==> src/rtl/token_div_sched_if.sv <==
// token_div_sched_if: requester token bus and result handshake
// shared between the scheduler and its clients.
interface token_div_sched_if #(
  parameter int NREQ = 4
);
  localparam int SW = $clog2(NREQ);

  logic [NREQ-1:0]       req_valid;
  logic [NREQ-1:0]       req_ready;
  logic [NREQ-1:0][12:0] req_dividend;
  logic [NREQ-1:0][6:0]  req_divisor;
  logic [NREQ-1:0]       req_sign;
  logic [NREQ-1:0][4:0]  req_addr;
  logic [NREQ-1:0][6:0]  req_zerozero;

  logic                  res_valid;
  logic [4:0]            res_addr;
  logic signed [6:0]     res_delta;
  logic [SW-1:0]         res_src;
  logic                  res_ready;

  modport master (
    output req_valid,
    output req_dividend,
    output req_divisor,
    output req_sign,
    output req_addr,
    output req_zerozero,
    output res_ready,
    input  req_ready,
    input  res_valid,
    input  res_addr,
    input  res_delta,
    input  res_src
  );

  modport slave (
    input  req_valid,
    input  req_dividend,
    input  req_divisor,
    input  req_sign,
    input  req_addr,
    input  req_zerozero,
    input  res_ready,
    output req_ready,
    output res_valid,
    output res_addr,
    output res_delta,
    output res_src
  );
endinterface

==> src/rtl/token_div_sched.sv <==
// token_div_sched: round-robin scheduler that hands one token
// request at a time to a shared divider and returns its delta.
module token_div_sched #(
  parameter int NREQ    = 4,
  parameter int TIMEOUT = 15
) (
  input  logic              clock,
  input  logic              rst,
  token_div_sched_if.slave  bus,
  output logic [12:0]       div_divider,
  output logic [6:0]        div_divisor,
  output logic              div_flag_start,
  output logic              div_sign,
  output logic [4:0]        div_addr,
  output logic [6:0]        div_zerozero,
  output logic              div_freeze,
  input  logic              div_packet_out,
  input  logic [4:0]        div_packet_out_addr,
  input  logic signed [6:0] div_token_delta,
  output logic              timeout_err,
  output logic              busy
);

  localparam int SW = $clog2(NREQ);
  localparam logic [SW-1:0] LAST = SW'(NREQ - 1);
  localparam logic [7:0] TLIM = 8'(TIMEOUT - 1);

  typedef enum logic [1:0] {
    IDLE,
    ISSUE,
    WAIT,
    HOLD
  } state_t;

  state_t        state;
  logic [7:0]    timer;
  logic [SW-1:0] last_grant;
  logic [SW-1:0] src;
  logic [SW-1:0] gnt_idx;
  logic [SW-1:0] scan;
  logic          gnt_hit;
  logic          pkt_hit;
  logic          tmo;

  // round-robin search starting just after the last grant
  always_comb begin
    gnt_hit = 1'b0;
    gnt_idx = '0;
    scan    = '0;
    for (int k = 1; k <= NREQ; k++) begin
      scan = SW'((int'(last_grant) + k) % NREQ);
      if (!gnt_hit && bus.req_valid[scan]) begin
        gnt_hit = 1'b1;
        gnt_idx = scan;
      end
    end
  end

  // one-hot accept, only in the IDLE grant cycle and out of reset
  always_comb begin
    bus.req_ready = '0;
    if (rst && state == IDLE && gnt_hit) begin
      bus.req_ready[gnt_idx] = 1'b1;
    end
  end

  assign pkt_hit = div_packet_out &&
                   (div_packet_out_addr == div_addr);
  assign tmo     = (timer == TLIM);

  // scheduler FSM with registered divider/result outputs
  always_ff @(posedge clock or negedge rst) begin
    if (!rst) begin
      state          <= IDLE;
      timer          <= '0;
      last_grant     <= LAST;
      src            <= '0;
      div_divider    <= '0;
      div_divisor    <= '0;
      div_sign       <= 1'b0;
      div_addr       <= '0;
      div_zerozero   <= '0;
      div_flag_start <= 1'b0;
      div_freeze     <= 1'b0;
      bus.res_valid  <= 1'b0;
      bus.res_addr   <= '0;
      bus.res_delta  <= '0;
      bus.res_src    <= '0;
      timeout_err    <= 1'b0;
      busy           <= 1'b0;
    end else begin
      div_flag_start <= 1'b0;
      timeout_err    <= 1'b0;
      unique case (state)
        IDLE: begin
          if (gnt_hit) begin
            last_grant     <= gnt_idx;
            src            <= gnt_idx;
            div_divider    <= bus.req_dividend[gnt_idx];
            div_divisor    <= bus.req_divisor[gnt_idx];
            div_sign       <= bus.req_sign[gnt_idx];
            div_addr       <= bus.req_addr[gnt_idx];
            div_zerozero   <= bus.req_zerozero[gnt_idx];
            div_flag_start <= 1'b1;
            busy           <= 1'b1;
            state          <= ISSUE;
          end
        end
        ISSUE: begin
          timer <= '0;
          state <= WAIT;
        end
        WAIT: begin
          if (pkt_hit) begin
            bus.res_valid <= 1'b1;
            bus.res_addr  <= div_addr;
            bus.res_delta <= div_token_delta;
            bus.res_src   <= src;
            div_freeze    <= 1'b1;
            state         <= HOLD;
          end else if (tmo) begin
            timeout_err <= 1'b1;
            last_grant  <= src;
            busy        <= 1'b0;
            state       <= IDLE;
          end else begin
            timer <= timer + 8'd1;
          end
        end
        HOLD: begin
          if (bus.res_ready) begin
            bus.res_valid <= 1'b0;
            div_freeze    <= 1'b0;
            busy          <= 1'b0;
            state         <= IDLE;
          end
        end
      endcase
    end
  end

endmodule
==> src/flat_wrapper.sv <==
// flat-port wrapper written by rule: the top's interface ports become plain ports
module token_div_sched_flat 
#(
  parameter int NREQ    = 4,
  parameter int TIMEOUT = 15
)
  (clock, rst, div_divider, div_divisor, div_flag_start, div_sign, div_addr, div_zerozero, div_freeze, div_packet_out, div_packet_out_addr, div_token_delta, timeout_err, busy, bus_req_valid, bus_req_dividend, bus_req_divisor, bus_req_sign, bus_req_addr, bus_req_zerozero, bus_res_ready, bus_req_ready, bus_res_valid, bus_res_addr, bus_res_delta, bus_res_src);
  token_div_sched_if #(.NREQ(NREQ)) bus_i ();
  input  logic clock;
  input  logic rst;
  output logic [12:0] div_divider;
  output logic [6:0] div_divisor;
  output logic div_flag_start;
  output logic div_sign;
  output logic [4:0] div_addr;
  output logic [6:0] div_zerozero;
  output logic div_freeze;
  input  logic div_packet_out;
  input  logic [4:0] div_packet_out_addr;
  input  logic signed [6:0] div_token_delta;
  output logic timeout_err;
  output logic busy;
  input wire logic [$bits(bus_i.req_valid)-1:0] bus_req_valid;
  input wire logic [$bits(bus_i.req_dividend)-1:0] bus_req_dividend;
  input wire logic [$bits(bus_i.req_divisor)-1:0] bus_req_divisor;
  input wire logic [$bits(bus_i.req_sign)-1:0] bus_req_sign;
  input wire logic [$bits(bus_i.req_addr)-1:0] bus_req_addr;
  input wire logic [$bits(bus_i.req_zerozero)-1:0] bus_req_zerozero;
  input wire logic [$bits(bus_i.res_ready)-1:0] bus_res_ready;
  output wire logic [$bits(bus_i.req_ready)-1:0] bus_req_ready;
  output wire logic [$bits(bus_i.res_valid)-1:0] bus_res_valid;
  output wire logic [$bits(bus_i.res_addr)-1:0] bus_res_addr;
  output wire logic [$bits(bus_i.res_delta)-1:0] bus_res_delta;
  output wire logic [$bits(bus_i.res_src)-1:0] bus_res_src;
  assign bus_i.req_valid = bus_req_valid;
  assign bus_i.req_dividend = bus_req_dividend;
  assign bus_i.req_divisor = bus_req_divisor;
  assign bus_i.req_sign = bus_req_sign;
  assign bus_i.req_addr = bus_req_addr;
  assign bus_i.req_zerozero = bus_req_zerozero;
  assign bus_i.res_ready = bus_res_ready;
  assign bus_req_ready = bus_i.req_ready;
  assign bus_res_valid = bus_i.res_valid;
  assign bus_res_addr = bus_i.res_addr;
  assign bus_res_delta = bus_i.res_delta;
  assign bus_res_src = bus_i.res_src;
  token_div_sched #(.NREQ(NREQ), .TIMEOUT(TIMEOUT)) u_core (.clock(clock), .rst(rst), .bus(bus_i), .div_divider(div_divider), .div_divisor(div_divisor), .div_flag_start(div_flag_start), .div_sign(div_sign), .div_addr(div_addr), .div_zerozero(div_zerozero), .div_freeze(div_freeze), .div_packet_out(div_packet_out), .div_packet_out_addr(div_packet_out_addr), .div_token_delta(div_token_delta), .timeout_err(timeout_err), .busy(busy));
endmodule
==> config.mk <==
export PLATFORM = sky130hd
export DESIGN_NAME = token_div_sched_flat
export DESIGN_NICKNAME = d
export VERILOG_FILES = /design/src/rtl/token_div_sched_if.sv /design/src/rtl/token_div_sched.sv /design/src/flat_wrapper.sv
export SDC_FILE = /design/constraint.sdc
export NUM_CORES = 1
export LEC_CHECK = 0
export ABC_AREA = 0
export CELL_PAD_IN_SITES_DETAIL_PLACEMENT = 1
export CELL_PAD_IN_SITES_GLOBAL_PLACEMENT = 1
export CORE_ASPECT_RATIO = 0.9
export CORE_MARGIN = 3
export CORE_UTILIZATION = 28
export DETAILED_ROUTE_END_ITERATION = 8
export PLACE_DENSITY = 0.79
export SYNTH_ARGS = -nofsm -noshare
export SYNTH_HDL_FRONTEND = slang
export SYNTH_SLANG_ARGS = --single-unit
export TNS_END_PERCENT = 100
==> constraint.sdc <==
create_clock -name clock -period 2.1 [get_ports clock]
set_input_delay 0.315 -clock clock [delete_from_list [all_inputs] [get_ports clock]]
set_output_delay 0.315 -clock clock [all_outputs]
set_load 0.01 [all_outputs]
==> out/results.txt <==
mapped cell area - 0.003720 mm^2
clk_lat worst skew - 330 ps
Period minus WS final - 2113 ps
failing checks - setup timing
top post-synthesis cells by area - dfrtp_1, mux2i_1, o221ai_1, nand2_1, mux2_4
nets - 726
Synth Net Count - 492
Syn Inst Count - 338
Vias - 3694
worst slew pin tran - 578.8 ps
first-pass GRT wire length - 22430 um
count leader, synth - mux2i_1
dpl ws - -389.6 ps
io pins - 208
CTS clk-pin slew, worst paths - 60 ps
CP required - 1780 ps
critical setup path kind - flip-flop to primary output
outcome - finished with violations
Startpoint Class - flip-flop
Critical Path AT - 1800 ps
PD cells - 1248 mW/mm^2
RSZ-0062 raised after global routing - yes
Fin. Hold Viols - 0
mean routed wirelength per cell - 19.37 um
Synth area leader - dfrtp_1
port buffer count - 207
grt ovf - 0
ys async rst share - 1.000
Max-Cap Viols - 0
Hold Buf Count CTS - 0
# DRC - 0
synthesized flop and latch total - 65
switching share of power - 0.3595
DIE WIDTH - 127.5 um
vias in the first global route - 4202
CP Max Fanout - 6
post-synth top area share - 0.4238
Sw Pwr - 0.002987 W
dpl hpwl - 10920 um
final wirelength - 14350 um
endpoints failing setup - 1
Clock Path Buffers - 2
warning count from the yosys run - 0
R2R cell count - 8
combinational power share - 0.539
clock network fraction of design power - 0.200
Post-Synthesis Mean Instance Area - 11.01 um^2
setup ws final - -13.01 ps
VDD IR max - 0.0005253 V
Slew Viols, Final - 0
initial antenna violation count - 0
Inserted Diodes - 0
worst clock skew - 4.629 ps
FF-to-FF End - u_core.div_divider[2]
P&R area growth vs syn - 78.91%
Reg-to-Reg Start - u_core.last_grant[1]
register area share after synthesis - 0.4379
Fillers - 1393
GRT Util Overall - 0.1966
largest net degree at the start of global routing - 45
share of layout cells above drive strength 1 - 0.1716
Starting DRT DRC Count - 133
Reg2Reg Setup Slack - 70 ps
max frequency - 473.3 MHz
final setup TNS - -13.01 ps
Core ar. - 0.01283 mm^2
die area - 0.01471 mm^2
EDFF count, synth - 0
crit share post-route - 1.006
Most used DFF post-synth - dfrtp_1
Final ANT Viol Nets - 0
leakage power - 2.910 nW
HP Class - primary input to asynchronous set/reset pin
top post-synthesis cells by count - mux2i_1, dfrtp_1, nand2_1, o221ai_1
Netlist cell types - 52
Placer Congestion - 0.7978
Vias/cell - 4.985
CTS buffer count - 9
kind of end point of the critical path - primary output
cell row count - 39
CTS tree - built
clock root cell - clkbuf_16
Initial Util - 0.2899
Flop pwr share - 0.261
CTS HTree Levels - 3
clock sink total - 65
internal power - 0.005320 W
Die Y - 115.3 um
DRT Pass-1 Iters - 4
Worst slew margin - 0.6142
==> layout by cell type, fill, tap and decap left out, types with 3 or more instances in the layout <==
master,count
o21ai_0,7
mux2_2,5
clkdlybuf4s50_1,201
mux2_4,9
buf_4,27
buf_2,5
nor2_1,6
a21oi_1,3
o221ai_1,33
inv_1,6
xnor2_1,6
dfrtp_1,63
buf_16,3
clkbuf_16,9
nand2_2,3
buf_12,5
nand2_1,46
o31ai_1,3
mux2i_1,67
nand2b_1,6
nand3_1,4
==> critical path: stages, from the launching register on <==
cell and delay (ps):
dfstp_2 620, mux2i_1 220, o22a_1 180, o21a_1 170, buf_6 110, nor3_2 30
buf_2 140
==> power by group through the flow <==
stage                     registers, W  logic, W  clock network [W]
after floorplan                0.00234   0.00196                  0
after global placement         0.00215   0.00410                  0
after CTS                      0.00218   0.00452            0.00171
after detailed placement       0.00219   0.00423                  0
after global routing           0.00225   0.00486            0.00178
final                          0.00217   0.00447            0.00166
==> worst max path at each step <==
stage,from,to,slack (ps),cells after the start
final,u_core.last_grant[1],bus_req_ready[1],-10,6
after global routing,u_core.last_grant[1],bus_req_ready[1],-90,6
after CTS,u_core.last_grant[1],bus_req_ready[1],-30,6
after detailed placement,bus_req_valid[3],u_core.div_divider[4],-390,8
after global placement,bus_req_valid[3],u_core.div_divider[4],-300,8
after floorplan,u_core.last_grant[1],bus_req_ready[0],320,6
==> layer usage <==
| metal | track usage | wire (um) |
|---|---|---|
| met3 | 0.05481 | 1160 |
| met4 | 0.06791 | 196 |
| met1 | 0.2323 | 5805 |
| met5 | 0 | 0 |
| met2 | 0.3444 | 7190 |
==> layout make-up <==
cell class              count  area (um^2)  share of cell area
clock buffers              11        252.7             0.03798
clock inverters             5        77.57             0.01166
inverters                   7        26.28            0.003948
multi-input cells         244         1996              0.2999
flip-flops and latches     65         1629              0.2448
well taps                 164        205.2             0.03083
repair buffers            245         2469              0.3709
==> logic make-up (layout without fill, tap and decap cells) <==
group / Yosys count / in the layout / share of synthesized area
DFF: 65 / 65 / 0.4379
AOI/OAI and AO/OA: 69 / 69 / 0.1456
muxes: 84 / 84 / 0.2398
buffers and inverters: 29 / 268 / 0.04541
adders and majority gates: 2 / 2 / 0.006726
xor gates and xnor gates: 6 / 6 / 0.01413
and+or+nand+nor: 83 / 83 / 0.1103
==> flip-flops by register name (all words and copies together) (netlist names) <==
signal                 cells
u_core.busy                1
u_core.timer               8
u_core.div_sign            1
u_core.bus.res_delta       7
u_core.timeout_err         1
u_core.last_grant          2
u_core.div_divisor         7
u_core.div_freeze          1
u_core.bus.res_src         2
u_core.div_divider        13
u_core.div_flag_start      1
u_core.div_addr            5
u_core.state               2
u_core.div_zerozero        7
u_core.bus.res_addr        5
u_core.src                 2
==> repair_timing <==
item / in CTS / in global routing
hold endpoints to repair: 0 / 0
endpoints found under the setup margin: 13 / 23
cloned: 2 / 0
resized for setup: 30 / 11
setup buffers: 5 / 0
pin swaps: 3 / 5
==> stage by stage <==
| step | power, W | hold WS [ps] | util | area (um^2) | instances |
|---|---|---|---|---|---|
| after floorplan | 0.004292 | 19.41 | - | 3720 | 338 |
| after global placement | 0.006251 | 368.4 | 0.4803 | 6163 | 719 |
| after detailed placement | 0.006419 | 379.6 | 0.4803 | 6163 | 719 |
| after CTS | 0.008403 | 15.11 | 0.5164 | 6628 | 742 |
| after global routing | 0.008886 | 43.90 | 0.5186 | 6655 | 741 |
| final | 0.008307 | 20.98 | 0.5186 | 6655 | 741 |
(Power assumes the default switching activity.)
